### src/rtl/axi4l_pkg.sv
// Shared AXI4-Lite types used by the bus bridges and slaves.
// Widths follow the 32-bit Ibex memory map.
package axi4l_pkg;

  typedef logic [31:0] addr_t;
  typedef logic [31:0] data_t;
  typedef logic [3:0]  strb_t;
  typedef logic [2:0]  prot_t;

  typedef enum logic [1:0] {
    OKAY   = 2'b00,
    EXOKAY = 2'b01,
    SLVERR = 2'b10,
    DECERR = 2'b11
  } resp_t;

endpackage

### src/rtl/axi4l_if.sv
// AXI4-Lite AW/W/B/AR/R channel bundle.
// master drives requests, slave drives responses.
interface axi4l_if;
  import axi4l_pkg::*;

  logic  awvalid;
  logic  awready;
  addr_t awaddr;
  prot_t awprot;

  logic  wvalid;
  logic  wready;
  data_t wdata;
  strb_t wstrb;

  logic  bvalid;
  logic  bready;
  resp_t bresp;

  logic  arvalid;
  logic  arready;
  addr_t araddr;
  prot_t arprot;

  logic  rvalid;
  logic  rready;
  data_t rdata;
  resp_t rresp;

  modport master (
    output awvalid, awaddr, awprot,
    input  awready,
    output wvalid, wdata, wstrb,
    input  wready,
    input  bvalid, bresp,
    output bready,
    output arvalid, araddr, arprot,
    input  arready,
    input  rvalid, rdata, rresp,
    output rready
  );

  modport slave (
    input  awvalid, awaddr, awprot,
    output awready,
    input  wvalid, wdata, wstrb,
    output wready,
    output bvalid, bresp,
    input  bready,
    input  arvalid, araddr, arprot,
    output arready,
    output rvalid, rdata, rresp,
    input  rready
  );

endinterface

### src/rtl/ibex_mem_to_axi4l.sv
// Ibex req/gnt/rvalid memory port to AXI4-Lite master bridge.
// One transaction in flight; instruction-port writes fault locally.
module ibex_mem_to_axi4l
  import axi4l_pkg::*;
#(
  parameter bit INSTR_PORT = 1'b0
) (
  input  logic    aclk,
  input  logic    aresetn,
  input  logic    req_i,
  output logic    gnt_o,
  input  logic    we_i,
  input  strb_t   be_i,
  input  addr_t   addr_i,
  input  data_t   wdata_i,
  output logic    rvalid_o,
  output data_t   rdata_o,
  output logic    err_o,
  axi4l_if.master axi
);

  typedef enum logic [2:0] {
    IDLE,
    WRITE,
    WRESP,
    READ,
    RRESP,
    LERR
  } state_e;

  state_e      state_q, state_d;
  logic [31:2] waddr_q, waddr_d;
  data_t       wdata_q, wdata_d;
  strb_t       be_q, be_d;
  logic        aw_done_q, aw_done_d;
  logic        w_done_q, w_done_d;
  logic        rvalid_q, rvalid_d;
  logic        err_q, err_d;
  data_t       rdata_q, rdata_d;

  logic unused_addr_lsb;
  assign unused_addr_lsb = ^addr_i[1:0];

  always_ff @(posedge aclk) begin
    if (!aresetn) begin
      state_q   <= IDLE;
      waddr_q   <= '0;
      wdata_q   <= '0;
      be_q      <= '0;
      aw_done_q <= 1'b0;
      w_done_q  <= 1'b0;
      rvalid_q  <= 1'b0;
      err_q     <= 1'b0;
      rdata_q   <= '0;
    end else begin
      state_q   <= state_d;
      waddr_q   <= waddr_d;
      wdata_q   <= wdata_d;
      be_q      <= be_d;
      aw_done_q <= aw_done_d;
      w_done_q  <= w_done_d;
      rvalid_q  <= rvalid_d;
      err_q     <= err_d;
      rdata_q   <= rdata_d;
    end
  end

  always_comb begin
    state_d     = state_q;
    waddr_d     = waddr_q;
    wdata_d     = wdata_q;
    be_d        = be_q;
    aw_done_d   = aw_done_q;
    w_done_d    = w_done_q;
    rvalid_d    = 1'b0;
    err_d       = 1'b0;
    rdata_d     = rdata_q;
    gnt_o       = 1'b0;
    axi.awvalid = 1'b0;
    axi.wvalid  = 1'b0;
    axi.bready  = 1'b0;
    axi.arvalid = 1'b0;
    axi.rready  = 1'b0;
    unique case (state_q)
      IDLE: begin
        gnt_o = req_i & aresetn;
        if (req_i) begin
          waddr_d   = addr_i[31:2];
          wdata_d   = wdata_i;
          be_d      = be_i;
          aw_done_d = 1'b0;
          w_done_d  = 1'b0;
          if (!we_i) begin
            state_d = READ;
          end else if (INSTR_PORT) begin
            // fetch port never writes: fault without touching the bus
            state_d  = LERR;
            rvalid_d = 1'b1;
            err_d    = 1'b1;
          end else begin
            state_d = WRITE;
          end
        end
      end
      WRITE: begin
        axi.awvalid = !aw_done_q;
        axi.wvalid  = !w_done_q;
        aw_done_d   = aw_done_q | axi.awready;
        w_done_d    = w_done_q | axi.wready;
        if (aw_done_d && w_done_d) begin
          state_d = WRESP;
        end
      end
      WRESP: begin
        axi.bready = 1'b1;
        if (axi.bvalid) begin
          state_d  = IDLE;
          rvalid_d = 1'b1;
          err_d    = (axi.bresp != OKAY);
        end
      end
      READ: begin
        axi.arvalid = 1'b1;
        if (axi.arready) begin
          state_d = RRESP;
        end
      end
      RRESP: begin
        axi.rready = 1'b1;
        if (axi.rvalid) begin
          state_d  = IDLE;
          rvalid_d = 1'b1;
          rdata_d  = axi.rdata;
          err_d    = (axi.rresp != OKAY);
        end
      end
      LERR: begin
        state_d = IDLE;
      end
      default: begin
        state_d = IDLE;
      end
    endcase
  end

  assign axi.awaddr = {waddr_q, 2'b00};
  assign axi.araddr = {waddr_q, 2'b00};
  assign axi.wdata  = wdata_q;
  assign axi.wstrb  = be_q;
  assign axi.awprot = 3'b000;
  assign axi.arprot = INSTR_PORT ? 3'b100 : 3'b000;

  assign rvalid_o = rvalid_q;
  assign err_o    = err_q;
  assign rdata_o  = rdata_q;

endmodule

### src/flat_wrapper.sv
// flat-port wrapper written by rule: the top's interface ports become plain ports
module ibex_mem_to_axi4l_flat import axi4l_pkg::*;
#(
  parameter bit INSTR_PORT = 1'b0
)
  (aclk, aresetn, req_i, gnt_o, we_i, be_i, addr_i, wdata_i, rvalid_o, rdata_o, err_o, axi_awvalid, axi_awaddr, axi_awprot, axi_awready, axi_wvalid, axi_wdata, axi_wstrb, axi_wready, axi_bvalid, axi_bresp, axi_bready, axi_arvalid, axi_araddr, axi_arprot, axi_arready, axi_rvalid, axi_rdata, axi_rresp, axi_rready);
  axi4l_if axi_i ();
  input  logic aclk;
  input  logic aresetn;
  input  logic req_i;
  output logic gnt_o;
  input  logic we_i;
  input  strb_t be_i;
  input  addr_t addr_i;
  input  data_t wdata_i;
  output logic rvalid_o;
  output data_t rdata_o;
  output logic err_o;
  output wire logic [$bits(axi_i.awvalid)-1:0] axi_awvalid;
  output wire logic [$bits(axi_i.awaddr)-1:0] axi_awaddr;
  output wire logic [$bits(axi_i.awprot)-1:0] axi_awprot;
  input wire logic [$bits(axi_i.awready)-1:0] axi_awready;
  output wire logic [$bits(axi_i.wvalid)-1:0] axi_wvalid;
  output wire logic [$bits(axi_i.wdata)-1:0] axi_wdata;
  output wire logic [$bits(axi_i.wstrb)-1:0] axi_wstrb;
  input wire logic [$bits(axi_i.wready)-1:0] axi_wready;
  input wire logic [$bits(axi_i.bvalid)-1:0] axi_bvalid;
  input wire logic [$bits(axi_i.bresp)-1:0] axi_bresp;
  output wire logic [$bits(axi_i.bready)-1:0] axi_bready;
  output wire logic [$bits(axi_i.arvalid)-1:0] axi_arvalid;
  output wire logic [$bits(axi_i.araddr)-1:0] axi_araddr;
  output wire logic [$bits(axi_i.arprot)-1:0] axi_arprot;
  input wire logic [$bits(axi_i.arready)-1:0] axi_arready;
  input wire logic [$bits(axi_i.rvalid)-1:0] axi_rvalid;
  input wire logic [$bits(axi_i.rdata)-1:0] axi_rdata;
  input wire logic [$bits(axi_i.rresp)-1:0] axi_rresp;
  output wire logic [$bits(axi_i.rready)-1:0] axi_rready;
  assign axi_awvalid = axi_i.awvalid;
  assign axi_awaddr = axi_i.awaddr;
  assign axi_awprot = axi_i.awprot;
  assign axi_i.awready = axi_awready;
  assign axi_wvalid = axi_i.wvalid;
  assign axi_wdata = axi_i.wdata;
  assign axi_wstrb = axi_i.wstrb;
  assign axi_i.wready = axi_wready;
  assign axi_i.bvalid = axi_bvalid;
  assign axi_i.bresp = axi_bresp;
  assign axi_bready = axi_i.bready;
  assign axi_arvalid = axi_i.arvalid;
  assign axi_araddr = axi_i.araddr;
  assign axi_arprot = axi_i.arprot;
  assign axi_i.arready = axi_arready;
  assign axi_i.rvalid = axi_rvalid;
  assign axi_i.rdata = axi_rdata;
  assign axi_i.rresp = axi_rresp;
  assign axi_rready = axi_i.rready;
  ibex_mem_to_axi4l #(.INSTR_PORT(INSTR_PORT)) u_core (.aclk(aclk), .aresetn(aresetn), .req_i(req_i), .gnt_o(gnt_o), .we_i(we_i), .be_i(be_i), .addr_i(addr_i), .wdata_i(wdata_i), .rvalid_o(rvalid_o), .rdata_o(rdata_o), .err_o(err_o), .axi(axi_i));
endmodule
### config.mk
export PLATFORM = sky130hd
export DESIGN_NAME = ibex_mem_to_axi4l_flat
export DESIGN_NICKNAME = d
export VERILOG_FILES = /design/src/rtl/axi4l_pkg.sv /design/src/rtl/axi4l_if.sv /design/src/rtl/ibex_mem_to_axi4l.sv /design/src/flat_wrapper.sv
export SDC_FILE = /design/constraint.sdc
export NUM_CORES = 1
export LEC_CHECK = 0
export BUFFER_PORTS_ARGS = -buffer_cell sky130_fd_sc_hd__buf_2
export CAP_MARGIN = 5
export CORE_UTILIZATION = 39
export CTS_CLUSTER_SIZE = 16
export DETAILED_ROUTE_END_ITERATION = 12
export PLACE_DENSITY = 0.79
export SYNTH_ARGS = -nofsm -noshare
export SYNTH_HDL_FRONTEND = slang
export SYNTH_SLANG_ARGS = --single-unit
### constraint.sdc
create_clock -name aclk -period 1.5 [get_ports aclk]
set_input_delay 0.3 -clock aclk [delete_from_list [all_inputs] [get_ports aclk]]
set_output_delay 0.3 -clock aclk [all_outputs]
set_load 0.02 [all_outputs]
### Word-level counts from Yosys, hierarchy flattened

Index checks and enable logic that the tools add are counted.

| operators by class | value |
|---|---|
| bitwise gates (word level) | 3 |
| equal/unequal tests | 9 |
| reductions and logical operators | 11 |
| muxes and demuxes | 22 |

Operator list:

| kind | number |
|---|---|
| 3-bit 2-to-1 mux | 5 |
| 3-bit case mux with 5 select lines | 1 |
| 1-bit 2-to-1 mux | 11 |
| 2-bit != test, second input constant | 4 |
| 1-bit case mux with 2 select lines | 4 |
| 3-bit by 2-bit == test with 1-bit output, second input constant | 2 |
| 2-bit AND reduction | 3 |
| 2-bit nonzero test | 3 |
| 5-bit AND reduction | 1 |
| 3-bit by 1-bit == test with 1-bit output, second input constant | 1 |
| 3-bit == test, second input constant | 1 |
| 3-bit logical NOT | 1 |
| 1-bit logical NOT | 2 |
| 2-bit 2-to-1 mux | 1 |
| 2-bit by 1-bit != test with 1-bit output, second input constant | 1 |
| 1-bit bitwise OR | 2 |
| 1-bit AND | 1 |
| 1-bit logical AND | 1 |

| storage, ports and cells | value |
|---|---|
| flip-flop bits (word level) | 105 |
| word-level logic and storage cells | 54 |
| output and inout bits | 146 |

### Depth between registers and ports, before layout

| logic depth | value |
|---|---|
| depth after elaboration | 4 |
| gate-level depth with buffers | 7 |
| depth with buffers taken out | 3 |

### Least setup slack after synthesis

Ideal clock, no wire load.

| path | value |
|---|---|
| path type | flip-flop to output port |
| from | register u_core.state_q[2] |
| to | output gnt_o |
| path slack | -164 ps |
| path buffers | 3 |
| stages on the path, launching flop included | 6 |
| arrival time | 1364 ps |
| cells stage by stage | dfxtp_1 -> buf_6 -> nor4b_4 -> buf_2 -> buf_2 -> and2_1 |

| between the ends | value |
|---|---|
| longest elaborated chain between the ends | 2 |

Ends and longest elaborated chain:

| what | RTL line | RTL |
|---|---|---|
| start, declared | ibex_mem_to_axi4l.sv:31 | `state_e state_q, state_d;` |
| start signal, assigned | ibex_mem_to_axi4l.sv:56 | `state_q <= state_d;` |
| 3-bit logical NOT | ibex_mem_to_axi4l.sv:84 | `unique case (state_q)` |
| 1-bit 2-to-1 mux | ibex_mem_to_axi4l.sv:84 |  |
| end, declared | flat_wrapper.sv:11 | `output logic gnt_o;` |

No other way between the ends.

### Final worst setup path

| path | value |
|---|---|
| from | register u_core.state_q[0] |
| to | output gnt_o |

Same word-level chain as after synthesis.

==> flow_summary.json <==
{
  "ir_worst_vdd_mv": 0.7737,
  "ys_warn_count": 0,
  "antenna_left": 0,
  "firstDrtPassIters": 4,
  "hold_violations": 0,
  "synthCells": 514,
  "crit_buf_inv": 3,
  "io_buffers": 246,
  "grt_max_degree": 42,
  "critPathKind": "flop to primary output",
  "dieArea_sq_um": 11560,
  "critPathTopFamily": "buffers and inverters",
  "vias": 4141,
  "antenna_found_initial": 0,
  "maxCapViolations": 0,
  "ff2ff_path_depth": 7,
  "leakage_nw": 3.046,
  "finClkSkew_ps": 14.51,
  "diodes": 0,
  "grt_pass1_wl_mm": 17.75,
  "drive_above_1_share": 0.5007,
  "worstPathArrival_ps": 1500,
  "numClockSinks": 105,
  "drtIter0Drc": 139,
  "routedWlPerCell_um": 13.66,
  "clk_pin_slew_ps": 110,
  "final_common_cell": "buf_2",
  "cp_common_cell": "buf_6",
  "rrSetupSlack_ps": -260,
  "r2r_end": "u_core.rdata_o[14]$_SDFFE_PN0P_",
  "die_x_um": 107.5,
  "fin_nets": 861,
  "wl_mm": 12.20,
  "fp-row-count": 38,
  "start_util": 0.4006,
  "hold_end": "u_core.axi.wdata[11]$_SDFFE_PN0P_",
  "cp-start-kind": "flop",
  "met1_usage": 0.2021,
  "setup-violations-final": 87,
  "clockBufferDepth": 2,
  "cts_tree": "done",
  "slowest_stage": "dfxtp_2",
  "critPathMaxStageDelay_ps": 340,
  "r2r_start": "u_core.state_q[0]$_SDFFE_PN0P_",
  "hp-class": "input port to flop",
  "gp_congestion": 0.7375,
  "clkLatencyLatePin_ps": 360,
  "cts_buffers": 9,
  "drc": 0,
  "post-dp-hpwl_mm": 7.835,
  "avgSynthCellArea_sq_um": 8.449,
  "max_freq_ghz": 0.5548,
  "synth.distinct_cells": 30,
  "die_y_um": 107.5,
  "use_met3": 0.06174,
  "report.final.slew_viol_count": 0,
  "core_sq_um": 10840,
  "grt_overflow": 0,
  "layout_common_cells": "buf_2, nand2_1, dfxtp_1, a21boi_1, a21boi_0",
  "required_ps": 1200,
  "hold_path_depth": 3,
  "netlist_area_sq_um": 4343,
  "fin_ws_ps": -302.3,
  "dpl_cell_area_sq_um": 5545,
  "syn_to_final_growth_pct": 48.98,
  "yosys-top-cells-area": "dfxtp_1, nand2_1, a21boi_0",
  "total_power_mw": 7.581,
  "p_per_area_nw_per_um2": 1172,
  "ios": 259,
  "worstHoldStart": "wdata_i[11]",
  "fill_cells": 979,
  "crit_start": "u_core.state_q[0]$_SDFFE_PN0P_",
  "dp.cells": 854,
  "gr-max-usage-layer": "met2",
  "finish.instance_area_sq_um": 6470,
  "grt_setup_unrepaired": "yes",
  "critPathMaxFanout": 4,
  "track_usage": 0.1968,
  "ys_ff_latch": 105,
  "fin_cells": 893,
  "cts-root-buf": "clkbuf_8",
  "cts_hold_buf": 0,
  "synth_area_leader_cell": "dfxtp_1",
  "final.period_utilization": 1.202,
  "ys_seq_area_frac": 0.4840,
  "cp-end-kind": "primary output",
  "layout_min_cycle_time_ps": 1802,
  "crit_chain": "buf_6, nor4b_4, buf_4, and2_4, buf_6",
  "status": "complete, but fails checks",
  "violations": "negative setup slack",
  "grt_pass1_vias": 3736,
  "via_per_inst": 4.637,
  "gr-usage-met2": 0.3741,
  "cts_max_level": 3,
  "synth.top_cell.area_share": 0.4840
}
layout make-up:
type / instances / area, sq um / area share
well taps: 140 / 175.2 / 0.02707
multi-input cells: 339 / 2122 / 0.3280
clock inverters: 7 / 83.83 / 0.01296
flip-flops and latches: 105 / 2106 / 0.3255
clock buffers: 9 / 123.9 / 0.01915
inverters: 2 / 7.507 / 0.001160
repair buffers: 291 / 1852 / 0.2862
registers in the layout, summed over array words and instances (netlist names):
name and cells:
u_core.axi.wstrb 4, u_core.rdata_o 32, u_core.w_done_q 1, u_core.waddr_q 30
u_core.err_o 1, u_core.aw_done_q 1, u_core.axi.wdata 32, u_core.rvalid_o 1
u_core.state_q 3
metrics by stage:
| stage | TNS (ps) | hold WS [ps] | setup WS (ps) | util |
|---|---|---|---|---|
| floorplan | -697.1 | 434.9 | -98.79 | - |
| global placement | -3552 | 434.8 | -95.97 | 0.5115 |
| detailed placement | -4909 | 438.5 | -119.4 | 0.5115 |
| CTS | -7154 | 144.3 | -305.9 | 0.5646 |
| global route | -16470 | 145.7 | -351.7 | 0.5968 |
| finish | -9533 | 159.1 | -302.3 | 0.5968 |
synthesized netlist by cell type, drive strengths merged:
master,number
a21boi,99
a21oi,1
nor4b,1
nand2,199
or4bb,1
nor4bb,1
a22oi,3
mux2,1
o2111ai,1
o211ai,1
and2,1
o21ai,1
mux2i,1
o22a,2
nor3b,3
clkbuf,19
dfxtp,105
or3b,1
a41o,1
buf,58
nand2b,1
inv,2
and3b,2
or4b,1
nor2b,5
conb,1
nor2,2
where the power goes:
part	internal [mW]	leakage (nW)	switching, mW
registers	3.05	0.857	0.158
clock network	0.806	0.103	1.04
logic	1.11	2.09	1.41
what timing repair did:
item,in CTS,in global routing
gates resized for setup,53,125
endpoints found under the setup margin,106,110
buffers inserted,14,6
gates cloned,6,2
pin swaps,7,59
per-layer routing:
metal	wire (um)	share of wire
met5	0	0
met4	168	0.014
met3	888	0.073
met2	6550	0.54
met1	4589	0.38
tightest hold or removal path, stage by stage:
cell and delay [ps]:
buf_2 90, nand2_1 40, a21boi_1 50
worst max-delay path by stage:
stage | slack [ps] | depth (start not counted) | end
floorplan | -100 | 5 | gnt_o
global placement | -100 | 5 | u_core.w_done_q$_SDFFE_PN0P_
detailed placement | -120 | 5 | u_core.waddr_q[9]$_SDFFE_PN0P_
CTS | -310 | 5 | gnt_o
global route | -350 | 5 | gnt_o
finish | -300 | 5 | gnt_o
logic make-up (layout without fill, tap and decap cells):
family / count (synthesis) / in the layout / share of synthesized area
buf+inv: 79 / 309 / 0.1138
flops: 105 / 105 / 0.4840
other cells: 1 / 10 / 0.0008635
mux: 2 / 2 / 0.004898
simple gates: 218 / 218 / 0.2077
compound gates: 109 / 109 / 0.1887
Power figures use the tool's default switching activity.
